File: src/rtl/d_ff_pipe.sv
// ============================================================================
// Module   : d_ff_pipe
// Purpose  : Enabled, flushable D flip-flop pipeline with per-stage valid bits,
//            a running valid count and a selectable observation tap.
// Revision : 1.0 - initial release
// ============================================================================
`default_nettype none

module d_ff_pipe #(
    parameter int                 WIDTH     = 8,
    parameter int                 DEPTH     = 4,
    parameter logic [WIDTH-1:0]   RESET_VAL = '0,
    localparam int                TAP_W     = (DEPTH > 1) ? $clog2(DEPTH) : 1,
    localparam int                CNT_W     = $clog2(DEPTH + 1)
) (
    input  logic             clk,
    input  logic             rst_n,
    input  logic             en,
    input  logic             flush,
    input  logic [WIDTH-1:0] d,
    input  logic             d_valid,
    input  logic [TAP_W-1:0] tap_sel,
    output logic [WIDTH-1:0] q,
    output logic             q_valid,
    output logic [WIDTH-1:0] tap_q,
    output logic             tap_valid,
    output logic [CNT_W-1:0] count
);

    logic [WIDTH-1:0] r_data [DEPTH];
    logic [DEPTH-1:0] r_valid;
    logic [CNT_W-1:0] r_count;

    logic [WIDTH-1:0] w_tap_q;
    logic             w_tap_valid;

    always_ff @(posedge clk or negedge rst_n) begin
        if (!rst_n) begin
            for (int k = 0; k < DEPTH; k++) begin
                r_data[k] <= RESET_VAL;
            end
            r_valid <= '0;
            r_count <= '0;
        end else if (flush) begin
            for (int k = 0; k < DEPTH; k++) begin
                r_data[k] <= RESET_VAL;
            end
            r_valid <= '0;
            r_count <= '0;
        end else if (en) begin
            r_data[0]  <= d;
            r_valid[0] <= d_valid;
            for (int k = 1; k < DEPTH; k++) begin
                r_data[k]  <= r_data[k-1];
                r_valid[k] <= r_valid[k-1];
            end
            // Entering valid adds one, leaving valid removes one; stays equal to popcount.
            r_count <= r_count + CNT_W'(d_valid) - CNT_W'(r_valid[DEPTH-1]);
        end
    end

    // Out-of-range selects fall through to the reset value with valid low.
    always_comb begin
        w_tap_q     = RESET_VAL;
        w_tap_valid = 1'b0;
        for (int k = 0; k < DEPTH; k++) begin
            if (tap_sel == TAP_W'(k)) begin
                w_tap_q     = r_data[k];
                w_tap_valid = r_valid[k];
            end
        end
    end

    assign q         = r_data[DEPTH-1];
    assign q_valid   = r_valid[DEPTH-1];
    assign tap_q     = w_tap_q;
    assign tap_valid = w_tap_valid;
    assign count     = r_count;

endmodule

`default_nettype wire

File: config.mk
export PLATFORM = sky130hd
export DESIGN_NAME = d_ff_pipe
export DESIGN_NICKNAME = d
export VERILOG_FILES = /design/src/rtl/d_ff_pipe.sv
export SDC_FILE = /design/constraint.sdc
export NUM_CORES = 1
export LEC_CHECK = 0
export CORE_MARGIN = 2
export CORE_UTILIZATION = 37
export CTS_CLUSTER_SIZE = 40
export DETAILED_ROUTE_END_ITERATION = 6
export GPL_ROUTABILITY_DRIVEN = 1
export HOLD_SLACK_MARGIN = 0.05
export PLACE_DENSITY = 0.68
export SLEW_MARGIN = 20
export SYNTH_ARGS = -nofsm -noshare
export SYNTH_HDL_FRONTEND = slang
export SYNTH_SLANG_ARGS = --single-unit
File: constraint.sdc
create_clock -name clk -period 3.4 [get_ports clk]
set_input_delay 0.68 -clock clk [delete_from_list [all_inputs] [get_ports clk]]
set_output_delay 0.68 -clock clk [all_outputs]
set_load 0.005 [all_outputs]
==> results by group <==
Status
  • Status: finished, final reports clean

Pwr
  • Cell Pwr Density: 383 mW/mm²
  • Max VDD drop: around 0.00023 V
  • Total power: approximately 900 µW
  • Pleak: approximately 0.0011 µW

Yosys
  • Syn avg cell area: between 10 and 15 µm²
  • Yosys top cell by area: dfrtp_1
  • Synth Instances: between 150 and 200
  • Ys Warns: 0
  • Synth top area cells: dfrtp_1 (51%), mux2i_1 (20%), mux4_2 (10%), nor2_1 (7.6%), buf_4 (4.7%)
  • Post-synthesis sequential area ratio: about half
  • Seq cells post-synth: 39
  • Synth cell types: 15
  • Syn Nets: ~170
  • Synth top area share: 50.6%
  • Mapped Area: about 0.0019 mm²

Critical path
  • Crit path max fanout: 9
  • Worst Reg2Reg Path Length in Cells: 8
  • CP Cell Sequence: clkdlybuf4s50_1 > buf_4 > mux4_2 > clkdlybuf4s50_1
  • CP endpoint: tap_q[6]
  • Crit path capture type: output pin
  • CP Class: in2out
  • Reg2Reg Launch Point: r_valid[3]
  • Max stage delay on crit path: about 0.53 ns
  • Worst setup SP type: input pin
  • Crit. Startpoint: tap_sel[0]
  • Cell mode on critical path: clkdlybuf4s50_1
  • Slowest cell on crit path: mux4_2
  • Reg2reg end: count[2]
  • Crit path DAT: between 2 and 2.5 ns
  • WP data required: ~2.7 ns
  • Reg2reg setup slack: about 1.4 ns

Floorplanning
  • Ports: 36
  • Die Wd: around 76 µm
  • Die H: between 70 and 80 µm
  • FP Rows: 26
  • Die area: 0.00581 mm²
  • Initial Util: a little under two fifths
  • Core area: about 0.005 mm²

Clock network
  • CTS-repair resized insts: 0
  • Clock Tree Root: clkbuf_8
  • CTS tree: done
  • Post-CTS Hold Buffers: 0
  • Worst-path clk slew: about 0.07 ns
  • H-tree depth: 2
  • Postcts setup bufs: 0
  • CTS buffer count: 5
  • TritonCTS Sinks: 39
  • Clk Latency, worst-skew pair: between 0.2 and 0.3 ns
  • Clock tree buffer depth: 2

Timing
  • Worst slew pin tran: roughly 0.85 ns
  • RSZ-0062 raised after global routing: false
  • Worst slew margin: a little over two fifths
  • Final setup fails: 0
  • Min Tclk post-route: 3.02 ns
  • Final Hold Vio Count: 0
  • Crit share post-route: between 80% and 90%
  • Achievable Freq: approximately 0.33 GHz
  • Clock skew: ~0.0057 ns
  • Post-Route Setup TNS: 0 ns
  • Slew Viols, Final: 0
  • Final hold slack: roughly 0.5 ns

Final layout
  • Area Growth Syn to Fin: 21.3%
  • Layout cells sized above 1: ~13%
  • Layout Nets: roughly 200
  • Non-Filler Instances: 254
  • ANT cells: 0
  • Most frequent cells in the layout: nor2_1 (39), dfrtp_1 (39), mux2i_1 (38)
  • Final instance area: ~0.0023 mm²

Routing
  • Antenna viol nets, final: 0
  • Wire per inst: 14.6 µm
  • Total wire length: roughly 3700 µm
  • DRC Markers: 0
  • Iter 0 DRT Violations: 48
  • Vias per inst: just under 5
  • Drt pass-1 iters: 4
  • Via count: 1222

Hold path
  • Hold Crit Class: in2async

Global route
  • Residual overflow from global routing: 0
  • First-pass GRT wire length: 6240 µm
  • Largest net degree at the start of global routing: 40
  • GRT Util Overall: approximately 14%
  • Initial antenna violation count: 0
  • Vias in the first global route: between 1k and 1.5k

Placed design
  • Post-DP HPWL: between 2000 and 3000 µm
  • Cell Area, Placed: roughly 0.0023 mm²
  • Routability cong.: roughly 0.7
  • Placed cell count: 246
  • Buffers on Ports: 35

Job
  • Max cap viols: 0
cell type report:
class / instances / area, µm²
Multi-Input combinational cell: 93 / 803
Tap cell: 70 / 87.6
Timing Repair Buffer: 40 / 378
Clock inverter: 1 / 5.00
Sequential cell: 39 / 976
Fill cell: 489 / 2730
Clock buffer: 7 / 76.3
Inverter: 4 / 15.0
worst max-delay path: cells and delay by family:
family	cells	cell delay [ns]
muxes	1	0.53
buffers and inverters	3	1.13
kinds of logic (layout without fill, tap and decap cells):
logic type      count (synthesis)  count (layout)  synth area share [%]
flops                          39              39                  50.6
mux                            47              47                  30.2
fa+ha+maj                       3               3                  2.33
simple gates                   40              40                  7.91
compound gates                  2               2                 0.713
buf+inv                        23              52                  7.84
xor+xnor                        1               1                 0.454
per-layer routing:
layer | GRT usage, % | wire length (µm)
met4 | 5.45 | 59
met2 | 21.9 | 1780
met5 | 0 | 0
met1 | 18.1 | 1670
met3 | 4.62 | 207
power breakdown:
group          leakage (µW)  internal [µW]  switching [µW]
logic              0.000554           60.5            54.0
registers          0.000535            478            11.1
clock network     0.0000422            144             149
per-stage QoR:
stage | setup slack, ns | utilization, %
after floorplan | 1.40 | -
after global placement | 0.354 | 44.5
after detailed placement | 0.345 | 44.5
after CTS | 0.345 | 46.1
after global routing | 0.305 | 46.1
final | 0.379 | 46.1
sequential cells by signal, indices dropped and copies added (netlist names):
signal,count
count,3
q,8
r_valid,4
r_data,24
cell usage after synthesis, drive strengths merged:
| cell type | instances |
|---|---|
| mux4 | 9 |
| buf | 18 |
| xor2 | 1 |
| nor2 | 39 |
| inv | 4 |
| clkbuf | 1 |
| ha | 2 |
| mux2i | 38 |
| a31o | 1 |
| fa | 1 |
| dfrtp | 39 |
| nand2b | 1 |
| a21oi | 1 |
how the worst min path moves through the flow:
| stage | end | slack [ns] | cells after the start |
|---|---|---|---|
| finish | r_data[27] | 0.50 | 1 |
| global route | r_data[27] | 0.55 | 1 |
| CTS | r_data[27] | 0.52 | 1 |
| detailed placement | r_data[26] | 0.54 | 2 |
| global placement | r_data[24] | 0.52 | 2 |
| floorplan | count[0] | 0.38 | 0 |
(Power assumes the default switching activity.)
